===== src/rtl/id_ex_stage_reg.sv =====
// ID->EX pipeline register with valid/allowin handshake, flush/bubble handling,
// back-pressure hold and saturating pipeline-efficiency event counters.
module id_ex_stage_reg #(
  parameter int DATA_W = 128,
  parameter int PC_W   = 32,
  parameter int CNT_W  = 32
) (
  input  logic              clk,
  input  logic              rst,
  input  logic              id_valid,
  input  logic              id_ready_go,
  input  logic [PC_W-1:0]   id_pc,
  input  logic [DATA_W-1:0] id_payload,
  input  logic              ex_flush,
  input  logic              ex_ready_out,
  input  logic              cnt_clr,
  output logic              id_allowin,
  output logic              ex_valid,
  output logic [PC_W-1:0]   ex_pc,
  output logic [DATA_W-1:0] ex_payload,
  output logic [CNT_W-1:0]  cnt_bubble,
  output logic [CNT_W-1:0]  cnt_kill,
  output logic [CNT_W-1:0]  cnt_bp
);

  typedef enum logic {
    EMPTY = 1'b0,
    FULL  = 1'b1
  } state_t;

  state_t state, state_nxt;
  logic   fire;
  logic   ev_bubble, ev_kill, ev_bp;

  assign ex_valid   = (state == FULL);
  assign id_allowin = !ex_flush && (!ex_valid || ex_ready_out);
  assign fire       = id_valid && id_ready_go && id_allowin;

  // NOTE: combinational blocks assign every output a default first so no path leaves it unassigned (no latch).
  always_comb begin
    state_nxt = state;
    if (ex_flush)                      state_nxt = EMPTY;
    else if (fire)                     state_nxt = FULL;
    else if (ex_valid && ex_ready_out) state_nxt = EMPTY;
  end

  // NOTE: sequential state uses non-blocking assignments so every flop samples pre-edge values.
  always_ff @(posedge clk or posedge rst) begin
    if (rst) state <= EMPTY;
    else     state <= state_nxt;
  end

  // NOTE: the data registers are plain flops, not a memory, so clearing them on reset is cheap and keeps ex_pc/ex_payload deterministic.
  always_ff @(posedge clk or posedge rst) begin
    if (rst) begin
      ex_pc      <= '0;
      ex_payload <= '0;
    end else if (fire) begin
      ex_pc      <= id_pc;
      ex_payload <= id_payload;
    end
  end

  // A flush that both kills a stuck EX instruction and bubbles ID is counted as a kill only.
  assign ev_kill   = ex_flush && ex_valid && !ex_ready_out;
  assign ev_bubble = ex_flush && id_valid && !id_ready_go && !ev_kill;
  assign ev_bp     = ex_valid && !ex_ready_out && !ex_flush;

  function automatic logic [CNT_W-1:0] bump(input logic [CNT_W-1:0] c, input logic en);
    if (cnt_clr)              return '0;
    if (en && (c != '1))      return c + CNT_W'(1);
    return c;
  endfunction

  always_ff @(posedge clk or posedge rst) begin
    if (rst) begin
      cnt_bubble <= '0;
      cnt_kill   <= '0;
      cnt_bp     <= '0;
    end else begin
      cnt_bubble <= bump(cnt_bubble, ev_bubble);
      cnt_kill   <= bump(cnt_kill, ev_kill);
      cnt_bp     <= bump(cnt_bp, ev_bp);
    end
  end

endmodule


===== config.mk =====
export PLATFORM = sky130hd
export DESIGN_NAME = id_ex_stage_reg
export DESIGN_NICKNAME = d
export VERILOG_FILES = /design/src/rtl/id_ex_stage_reg.sv
export SDC_FILE = /design/constraint.sdc
export NUM_CORES = 1
export LEC_CHECK = 0
export BUFFER_PORTS_ARGS = -buffer_cell sky130_fd_sc_hd__buf_2
export CORE_MARGIN = 5
export CORE_UTILIZATION = 45
export DETAILED_ROUTE_END_ITERATION = 12
export GPL_ROUTABILITY_DRIVEN = 0
export PLACE_DENSITY = 0.84
export SLEW_MARGIN = 5
export SYNTH_ARGS = -nofsm -noshare
export SYNTH_HDL_FRONTEND = slang
export SYNTH_SLANG_ARGS = --single-unit

===== constraint.sdc =====
create_clock -name clk -period 12.2 [get_ports clk]
set_clock_uncertainty 0.1 [all_clocks]
set_input_delay 0 -clock clk [delete_from_list [all_inputs] [get_ports clk]]
set_output_delay 0 -clock clk [all_outputs]
set_load 0.02 [all_outputs]

Word level (Yosys, flattened, before mapping)
Cells that the tools add are included.
Cells by class
  add/sub/neg operators: 3
  equality and inequality tests: 3
  muxes and demuxes: 20
  reduce and logical (&&, ||, !) cells: 24
Operators with widths (count)
  2-to-1 mux 32 bit: 10
  adder 32 x 1 -> 32 bit (second input constant): 3
  inequality test 32 bit (second input constant): 3
  logical AND 1 bit: 14
  2-to-1 mux 1 bit: 10
  nonzero test 2 bit: 3
  zero test 1 bit: 5
  nonzero test 3 bit: 1
  logical OR 1 bit: 1
Word-level totals
  register bits: 257
  input port bits: 167
  output and inout bits: 258
  word-level logic and storage cells: 56

Longest topological paths before layout
Gate-level depths: netlist of run 1.
  word-level depth: 9
  mapped depth: 9
  gate-level depth less buffers: 6

Least setup slack after synthesis of run 1
OpenSTA, ideal clock, no wires.
  path kind: flip-flop to flip-flop
  start: reg state (netlist: ex_valid)
  end: reg ex_payload[39]
  setup time: 0.125 ns
  arrival time: 2.359 ns
  setup slack: 9.616 ns
  cell stages (with the launch flop): 8
  clock period less this slack: 2.584 ns
  cells stage by stage: dfrtp_1 and2b_4 nor2_1 and3_1 clkbuf_1 clkbuf_1 clkbuf_1 mux2_2
On the way
  cells in the longest elaborated chain, start to end: 4
RTL lines
  start: declaration: line 31  | state_t state, state_nxt;
  start signal: assignment: line 50  | else state <= state_nxt;
  zero test 1 bit: line 36  | assign id_allowin = !ex_flush && (!ex_valid || ex_ready_out);
  logical OR 1 bit: line 36
  logical AND 1 bit: line 36
  net id_allowin: line 17  | output logic id_allowin,
  logical AND 1 bit: line 37  | assign fire = id_valid && id_ready_go && id_allowin;
  end signal: assignment: line 60  | ex_payload <= id_payload;
  end: declaration: line 20  | output logic [DATA_W-1:0] ex_payload,
The timed path passes the listed nets, and every way through them passes these cells.
A chain may end at the register's enable or synchronous reset.

Final worst setup path of run 1
  start: reg state (netlist: ex_valid)
  end: reg ex_payload[114]
On the way
  cells in the longest elaborated chain, start to end: 4
RTL lines (line)
  zero test 1 bit: 36
  logical OR 1 bit: 36
  logical AND 1 bit: 36
  logical AND 1 bit: 37
No other way between the ends.

==> results of run 1 <==
==> final timing paths <==
| path | slack [ps] | end | start | cells past startpoint |
|---|---|---|---|---|
| max | 8870 | ex_payload[114]$_DFFE_PP0P_ | ex_valid$_DFFE_PP0P_ | 5 |
| min | 50 | ex_pc[14]$_DFFE_PP0P_ | rst | 3 |
| min in group clk | 110 | ex_payload[78]$_DFFE_PP0P_ | id_payload[78] | 3 |
| min reg2reg | 410 | ex_payload[52]$_DFFE_PP0P_ | ex_payload[52]$_DFFE_PP0P_ | 1 |
| max in group asynchronous | 10440 | ex_payload[82]$_DFFE_PP0P_ | rst | 4 |
| max reg2reg | 8870 | ex_payload[114]$_DFFE_PP0P_ | ex_valid$_DFFE_PP0P_ | 5 |
==> worst register-to-register path: cells and delay by family, from the launching register on <==
kind | cells | cell delay [ps]
AND/OR/NAND/NOR | 3 | 1170
buffers and inverters | 1 | 980
multiplexers | 1 | 550
flip-flops | 1 | 400
==> synthesized netlist by cell type, types with 2 or more instances <==
| cell type | instances |
|---|---|
| dfrtp_1 | 257 |
| ha_1 | 3 |
| buf_2 | 17 |
| mux2_2 | 168 |
| o31ai_1 | 25 |
| o21ai_0 | 39 |
| or4_1 | 29 |
| mux2i_1 | 2 |
| nand2b_1 | 7 |
| nor4_2 | 2 |
| xnor2_1 | 11 |
| a31o_2 | 2 |
| xor2_1 | 7 |
| nor2_1 | 42 |
| nor2b_1 | 8 |
| nor4_1 | 11 |
| a2111oi_2 | 2 |
| inv_1 | 12 |
| o2111ai_1 | 4 |
| or4b_1 | 2 |
| o211ai_1 | 2 |
| a2111oi_0 | 2 |
| a211oi_1 | 2 |
| nand4_1 | 24 |
| a21oi_1 | 63 |
| and2_1 | 2 |
| and4_1 | 8 |
| nand3b_1 | 2 |
| nand3_1 | 35 |
| nor3_1 | 5 |
| a31oi_1 | 3 |
| clkbuf_1 | 34 |
| or3_1 | 37 |
| and3b_1 | 2 |
| and3_1 | 11 |
| a311oi_1 | 2 |
| nand2_1 | 43 |
| nand4_2 | 2 |
==> per-stage QoR <==
step	total power [mW]	hold WS (ps)	utilization, %	std cells
2_1_floorplan	1.30	-15.4	-	945
3_3_place_gp	1.48	131	55.0	1655
3_5_place_dp	1.49	135	55.0	1655
4_1_cts	2.44	90.3	65.6	1875
5_1_grt	2.56	114	65.8	1892
6_report	2.47	46.5	65.8	1892
==> state kept, by name (all words and copies together), names as in the netlist <==
name	count
ex_payload	128
cnt_bubble	32
ex_pc	32
cnt_kill	32
ex_valid	1
cnt_bp	32
==> layout make-up <==
type	instances	share of cell area, %
antenna	17	0.258
clock buffer	35	4.91
clock inverter	19	1.15
inverter	12	0.319
multi-input combinational	625	28.5
sequential	257	39.0
tap	330	2.51
timing repair buffer	597	23.3
==> report_power, final <==
group	switching, mW	internal, mW
Combinational	0.309	0.215
Clock	0.376	0.536
Sequential	0.0748	0.962
==> logic make-up after synthesis <==
family | after synthesis | share of synthesized area (%)
simple gates | 283 | 14.5
flops | 257 | 56.6
mux | 170 | 16.8
compound gates | 151 | 8.09
buf+inv | 63 | 2.27
xor+xnor | 18 | 1.39
fa+ha+maj | 3 | 0.330
==> metal layers <==
layer / vias to the layer above / part of all wire (%) / GRT usage, %
met2: 496 / 51 / 48.1
met1: 5257 / 35 / 29.4
li1: 4675 / - / -
met4: 0 / 5.4 / 14.2
met3: 150 / 8.7 / 8.80
met5: - / 0 / 0
==> key figures, run 1 <==
Synth
  • Post-synth cell types: 54
  • Top cells by area, synth: dfrtp_1, mux2_2, a21oi_1, or3_1, or4_1
  • Gate count after technology mapping: 945
  • Register area share after synthesis: 56.6%
  • Post-synthesis async set-or-reset flop share: 100%
  • Cell taking the most area after synthesis: dfrtp_1
  • Flops & latches, synth: 257
  • Number of synthesized flops with an enable pin: 0
  • Syn Area/Cell: 12.0 sq um
  • Syn nets: 1115
  • YS warnings: 0
  • Synth Cell Area: 11400 sq um
  • Synth top area share: 56.6%
  • Main synth FF type: dfrtp_1

Layout
  • Final nets: 1692
  • Area of the multi-input gates: 4700 sq um
  • Layout cell share with drive strength beyond 1: 43.6%
  • Most frequent cells in the layout: buf_2, dfrtp_1, mux2_2
  • Fill count: 1830
  • Post-route cell area: 16500 sq um
  • Register area: 6430 sq um
  • Area growth, synth to finish: 44.9%
  • Most common cell after layout, fill and taps aside: buf_2

STA
  • Setup TNS Final: 0 ps
  • Slew Limit Fails: 0
  • Tmin final: 3330 ps
  • # setup viols final: 0
  • Final Worst Setup Slack: 8870 ps
  • Final period util: 27.3%
  • Normalized max-slew margin: 25.6%
  • RSZ-0062 raised after global routing: false
  • Max Freq: 301 MHz
  • Slew @ Worst Pin: 1120 ps
  • Final hold vios: 0

Status
  • Run status: finished clean

Clocking
  • Hold_buf cts: 166
  • CTS resizes: 0
  • CTS tree: done
  • Root Driver: clkbuf_16
  • CTS buffer count: 29
  • CTS max path bufs: 3
  • Clock latency on the worst-skew pair: 550 ps
  • Clock transition at the registers of the reported paths: 70 ps
  • Clock Sinks: 257
  • Setup bufs post-CTS: 0
  • CTS H-tree lvls: 1

Setup path
  • Slowest CP cell: buf_4
  • CP required: 12520 ps
  • CP max FO: 85
  • Critical path's largest stage delay: 950 ps
  • Delay-heaviest family, CP: simple AND/OR/NAND/NOR gates
  • CP Buf/Inv Count: 1
  • Crit-path cells: and2b_4, nor2_1, and3_4, buf_4, mux2_2
  • CP arrival: 3650 ps
  • WS Path Type: reg -> reg
  • Worst Setup End Kind: flip-flop
  • Type of origin of the critical path: flip-flop

Die
  • Core Region: 25000 sq um
  • DIE WIDTH: 169 microns
  • Row count: 58
  • Initial Util: 45.4%
  • # IOs: 425
  • Die ar.: 28500 sq um
  • Die Ht: 169 microns

Global routing
  • Gr usage total: 27.3%
  • First-pass GRT wire length: 61900 microns
  • Largest net degree at the start of global routing: 124
  • Initial antenna violation count: 15
  • Vias in the first global route: 11200
  • Grt ovf: 0

Placed design
  • Hpwl dp: 25500 microns
  • Place WS: 8940 ps
  • Number of I/O port buffers: 424
  • Area of placed instances: 13800 sq um

Route
  • Post-route ant nets: 0
  • Initial drt markers: 912
  • DR DRC count: 0
  • Pre-antenna DRT Iters: 8
  • Vias: 10600
  • DR vias/cell: 5.59
  • Post-Route WL: 41300 microns
  • Wire per inst: 21.8 microns

Power
  • Power density over the cells: 150 nW/um^2
  • Leakage: 7.54 nW
  • VDD IR max: 0.180 mV

Min path
  • Class of the worst hold path: in -> async

Flow run
  • Max_cap viols: 0
Power figures use the tool's default switching activity.
==> inputs of run 2 (changes only) <==
Clock period 12.2 ns to 3.29 ns, I/O delays scaled along.
==> key figures, run 2 (same netlist as run 1, synthesis figures left out) <==
Status
  • Run status: finished clean (unchanged)

Route
  • Wire per inst: 21.9 microns (was 21.8 microns)
  • Post-Route WL: 41500 microns (was 41300 microns)
  • Initial drt markers: 1089 (was 912)
  • Vias: 10600 (about the same)
  • DR vias/cell: 5.60 (was 5.59)
  • Post-route ant nets: 0 (unchanged)
  • DR DRC count: 0 (unchanged)
  • Pre-antenna DRT Iters: 8 (unchanged)

Global routing
  • Gr usage total: 28.2% (was 27.3%)
  • Vias in the first global route: 11300 (was 11200)
  • Grt ovf: 0 (unchanged)
  • First-pass GRT wire length: 63900 microns (was 61900 microns)
  • Initial antenna violation count: 16 (was 15)
  • Largest net degree at the start of global routing: 84 (was 124)

STA
  • # setup viols final: 0 (unchanged)
  • Slew Limit Fails: 0 (unchanged)
  • Normalized max-slew margin: 45.6% (was 25.6%)
  • RSZ-0062 raised after global routing: false (unchanged)
  • Worst hold slack: 48.8 ps (was 46.5 ps)
  • Final period util: 83.8% (was 27.3%)
  • Final Worst Setup Slack: 534 ps (was 8870 ps)
  • Max Freq: 363 MHz (was 301 MHz)
  • Tmin final: 2760 ps (was 3330 ps)
  • Final hold vios: 0 (unchanged)
  • Slew @ Worst Pin: 815 ps (was 1120 ps)

Die
  • Row count: 58 (unchanged)
  • DIE WIDTH: 169 microns (unchanged)
  • Core Region: 25000 sq um (unchanged)
  • Initial Util: 45.4% (unchanged)
  • Die ar.: 28500 sq um (unchanged)
  • # IOs: 425 (unchanged)
  • Die Ht: 169 microns (unchanged)

Layout
  • Most flop-heavy register: ex_payload (unchanged)
  • Layout cell share with drive strength beyond 1: 43.4% (was 43.6%)
  • Largest register FFs: 128 (unchanged)
  • Final design utilization: 66.2% (was 65.8%)
  • Area growth, synth to finish: 45.7% (was 44.9%)
  • Final nets: 1702 (was 1692)
  • Most frequent cells in the layout: buf_2, dfrtp_1, mux2_2, dlygate4sd3_1, a21oi_1 (was buf_2, dfrtp_1, mux2_2)
  • Most common cell after layout, fill and taps aside: buf_2 (unchanged)
  • Fill count: 1813 (was 1830)

Min path
  • Class of the worst hold path: in -> reg (was in -> async)

Setup path
  • CP Buf/Inv Count: 0 (was 1)
  • WS Path Type: reg -> reg (unchanged)
  • Crit-path cells: ha_1, and4_1, nand4_4, or4b_1, or4_1, a21oi_1 (was and2b_4, nor2_1, and3_4, buf_4, mux2_2)
  • CP required: 3640 ps (was 12520 ps)
  • CP max FO: 9 (was 85)
  • Type of origin of the critical path: flip-flop (unchanged)
  • Critical path's largest stage delay: 720 ps (was 950 ps)
  • Delay-heaviest family, CP: simple AND/OR/NAND/NOR gates (unchanged)
  • Worst Setup End Kind: flip-flop (unchanged)
  • Slowest CP cell: or4b_1 (was buf_4)
  • CP arrival: 3100 ps (was 3650 ps)

Clocking
  • Root Driver: clkbuf_16 (unchanged)
  • CTS max path bufs: 3 (unchanged)
  • Clock latency on the worst-skew pair: 540 ps (was 550 ps)
  • CTS tree: done (unchanged)
  • CTS H-tree lvls: 1 (unchanged)
  • Clock transition at the registers of the reported paths: 60 ps (was 70 ps)
  • Clock Sinks: 257 (unchanged)
  • Setup bufs post-CTS: 0 (unchanged)
  • CTS buffer count: 27 (was 29)

Placed design
  • Number of I/O port buffers: 424 (unchanged)
  • Place WS: 613 ps (was 8940 ps)
  • Hpwl dp: 26500 microns (was 25500 microns)

Power
  • Power density over the cells: 549 nW/um^2 (was 150 nW/um^2)
  • Leakage: 7.58 nW (was 7.54 nW)
  • VDD IR max: 0.517 mV (was 0.180 mV)

Flow run
  • Max_cap viols: 0 (unchanged)
==> run 2: changes by cell type in the layout (fill, tap and decap cells not counted), moves of 2 or more <==
cell / delta
clkinv_2: -7
buf_4: +6
clkbuf_16: -2
buf_12: +4
dlygate4sd3_1: +2
clkbuf_1: +5
==> run 2: stage by stage <==
step	TNS [ps]	cells	instance area (sq um)	power, mW
final	0	1899	16600	9.09
after global routing	0	1899	16600	9.43
after CTS	0	1882	16500	9.01
after detailed placement	0	1665	13900	5.54
after global placement	0	1665	13900	5.48
after floorplan	-50270	945	11400	4.81
==> run 2: repair_timing <==
item                      CTS  global route
hold buffers              168             0
hold endpoints to repair  219             0
resized for setup           0             0
==> run 2: worst paths after layout <==
check                                                  end                      start  depth (start not counted)  slack [ps]
worst max register to register  cnt_bubble[28]$_DFFE_PP0P_  cnt_bubble[0]$_DFFE_PP0P_                          6         530
worst min register to register   ex_payload[3]$_DFFE_PP0P_  ex_payload[3]$_DFFE_PP0P_                          1         400
worst min-delay path                 cnt_bp[0]$_DFFE_PP0P_               ex_ready_out                          4          50
max in group asynchronous        cnt_bubble[7]$_DFFE_PP0P_                        rst                          4        2000
min in group asynchronous       ex_payload[36]$_DFFE_PP0P_                        rst                          3          90
worst max-delay path            cnt_bubble[28]$_DFFE_PP0P_  cnt_bubble[0]$_DFFE_PP0P_                          6         530
==> run 2: worst min-delay path, cell delays in order <==
cell	delay [ps]
buf_2	110
or3b_1	310
or3_1	160
a21oi_1	60
==> run 2: metal layers <==
layer | up-vias | track usage (%) | share of wire [%]
met5 | - | 0 | 0
met4 | 0 | 13.6 | 5.2
met3 | 154 | 8.69 | 9.3
met2 | 523 | 49.1 | 51
met1 | 5254 | 31.6 | 34
li1 | 4698 | - | -
==> run 2: area by class of cell <==
cell class              instances  area [sq um]  area share, %
flip-flops and latches        257          6430           38.8
multi-input cells             625          4700           28.4
repair buffers                609          3980           24.0
clock buffers                  39           791           4.77
well taps                     330           413           2.49
clock inverters                10           160          0.967
inverters                      12          48.8          0.295
diodes                         17          42.5          0.257
==> run 2: power by group <==
part	leakage [nW]	internal (mW)	switching (mW)
combinational	3.87	0.809	1.14
clock	0.466	1.98	1.32
sequential	3.25	3.57	0.266
==> inputs of run 3 (changes only) <==
Clock period 3.29 ns to 2.6 ns, I/O delays scaled along.
==> key figures, run 3 (same netlist as run 1, synthesis figures left out) <==
Global routing
  • Gr usage total: 28.6% (was 28.2%)
  • Vias in the first global route: 11400 (was 11300)
  • Initial antenna violation count: 14 (was 16)
  • Grt ovf: 0 (unchanged)
  • First-pass GRT wire length: 64600 microns (was 63900 microns)
  • Largest net degree at the start of global routing: 69 (was 84)

Layout
  • Final design utilization: 66.9% (was 66.2%)
  • Largest register FFs: 128 (unchanged)
  • Cell Count, Final, Fillers Out: 1915 (was 1899)
  • Layout cell share with drive strength beyond 1: 44.3% (was 43.4%)
  • Final nets: 1722 (was 1702)
  • Area of the multi-input gates: 4700 sq um (about the same)
  • Most common cell after layout, fill and taps aside: buf_2 (unchanged)
  • Most flop-heavy register: ex_payload (unchanged)
  • Fill count: 1793 (was 1813)
  • Area growth, synth to finish: 47.3% (was 45.7%)
  • Post-route cell area: 16700 sq um (was 16600 sq um)
  • Most frequent cells in the layout: buf_2, dfrtp_1, mux2_2 (was buf_2, dfrtp_1, mux2_2, dlygate4sd3_1, a21oi_1)
  • Register area: 6430 sq um (unchanged)

Route
  • Vias: 10700 (was 10600)
  • DR vias/cell: 5.61 (was 5.60)
  • Post-route ant nets: 0 (unchanged)
  • DR DRC count: 0 (unchanged)
  • Post-Route WL: 42600 microns (was 41500 microns)
  • Initial drt markers: 1030 (was 1089)
  • Pre-antenna DRT Iters: 5 (was 8)
  • Wire per inst: 22.2 microns (was 21.9 microns)

Setup path
  • CP Buf/Inv Count: 1 (was 0)
  • Delay-heaviest family, CP: simple AND/OR/NAND/NOR gates (unchanged)
  • Worst Setup End Kind: flip-flop (unchanged)
  • CP arrival: 2830 ps (was 3100 ps)
  • CP max FO: 7 (was 9)
  • WS Path Type: reg -> reg (unchanged)
  • Slowest CP cell: or4b_1 (unchanged)
  • CP required: 2890 ps (was 3640 ps)
  • Crit-path cells: ha_1, and4_2, nand4_4, or4b_1, buf_4, o31ai_1, a21oi_1 (was ha_1, and4_1, nand4_4, or4b_1, or4_1, a21oi_1)
  • Type of origin of the critical path: flip-flop (unchanged)
  • R2r setup slk: 60 ps (was 530 ps)
  • Critical path's largest stage delay: 630 ps (was 720 ps)

STA
  • # setup viols final: 0 (unchanged)
  • Worst hold slack: 50.2 ps (was 48.8 ps)
  • Final period util: 97.9% (was 83.8%)
  • Final hold vios: 0 (unchanged)
  • Slew @ Worst Pin: 795 ps (was 815 ps)
  • Max Freq: 393 MHz (was 363 MHz)
  • Normalized max-slew margin: 46.9% (was 45.6%)
  • RSZ-0062 raised after global routing: true (was false)
  • Slew Limit Fails: 0 (unchanged)
  • Tmin final: 2540 ps (was 2760 ps)

Placed design
  • Area of placed instances: 14100 sq um (was 13900 sq um)
  • Placed cells: 1687 (was 1665)
  • Number of I/O port buffers: 424 (unchanged)
  • Hpwl dp: 27000 microns (was 26500 microns)

Clocking
  • Clock Sinks: 257 (unchanged)
  • Setup bufs post-CTS: 0 (unchanged)
  • CTS tree: done (unchanged)
  • Clock latency on the worst-skew pair: 550 ps (was 540 ps)
  • Root Driver: clkbuf_16 (unchanged)
  • Clock transition at the registers of the reported paths: 60 ps (about the same)
  • CTS buffer count: 28 (was 27)
  • CTS H-tree lvls: 1 (unchanged)
  • CTS max path bufs: 3 (unchanged)

Min path
  • Class of the worst hold path: in -> reg (unchanged)

Die
  • Row count: 58 (unchanged)
  • # IOs: 425 (unchanged)
  • DIE WIDTH: 169 microns (unchanged)
  • Die Ht: 169 microns (unchanged)
  • Core Region: 25000 sq um (unchanged)
  • Initial Util: 45.4% (unchanged)
  • Die ar.: 28500 sq um (unchanged)

Status
  • Run status: finished clean (unchanged)

Power
  • Power density over the cells: 686 nW/um^2 (was 549 nW/um^2)
  • Leakage: 7.69 nW (was 7.58 nW)
  • VDD IR max: 0.698 mV (was 0.517 mV)

Flow run
  • Max_cap viols: 0 (unchanged)
[run 3: path summary, 6_finish.rpt]
path,startpoint,end,cells after the start
setup / recovery,cnt_bubble[1]$_DFFE_PP0P_,cnt_bubble[28]$_DFFE_PP0P_,7
hold / removal,id_valid,ex_payload[54]$_DFFE_PP0P_,3
setup reg to reg,cnt_bubble[1]$_DFFE_PP0P_,cnt_bubble[28]$_DFFE_PP0P_,7
hold reg to reg,ex_payload[30]$_DFFE_PP0P_,ex_payload[30]$_DFFE_PP0P_,1
max in group asynchronous,rst,ex_payload[36]$_DFFE_PP0P_,4
min in group asynchronous,rst,ex_payload[90]$_DFFE_PP0P_,3
[run 3: per-stage QoR]
stage,power (mW),worst slack [ps],setup TNS (ps)
final,11.5,55.8,0
after global routing,11.9,-7.05,-7.05
after CTS,11.3,59.4,0
after detailed placement,7.03,77.7,0
after global placement,6.96,170,0
after floorplan,6.08,-886,-227600
[run 3: final cells by class]
class,count,share of cell area (%)
Sequential cell,257,38.4
Tap cell,330,2.47
Multi-Input combinational cell,625,28.1
Timing Repair Buffer,628,25.0
Clock buffer,39,4.79
Clock inverter,9,0.800
Antenna cell,15,0.224
Inverter,12,0.291
[run 3: per-layer routing]
layer / vias to the layer above / global-route usage (%) / part of all wire (%)
met5: - / 0 / 0
met3: 161 / 9.72 / 9.9
met4: 0 / 13.3 / 5.2
li1: 4723 / - / -
met2: 604 / 49.9 / 51
met1: 5252 / 31.5 / 34
[run 3: timing repair]
| action | 4_1_cts | 5_1_grt |
|---|---|---|
| endpoints found under the setup margin | 0 | 3 |
| endpoints found under the hold margin | 275 | 0 |
| hold buffers | 165 | 0 |
| gates resized for setup | 0 | 1 |
[run 3: where the power goes]
group          internal, mW  switching (mW)
Sequential             4.52           0.349
Clock                  2.44            1.67
Combinational          1.04            1.47
[run 3: worst register-to-register path, stage by stage, from the launching register on]
cell and delay [ps]:
dfrtp_1 400, ha_1 240, and4_2 340, nand4_4 120, or4b_1 630, buf_4 200, o31ai_1 260, a21oi_1 120
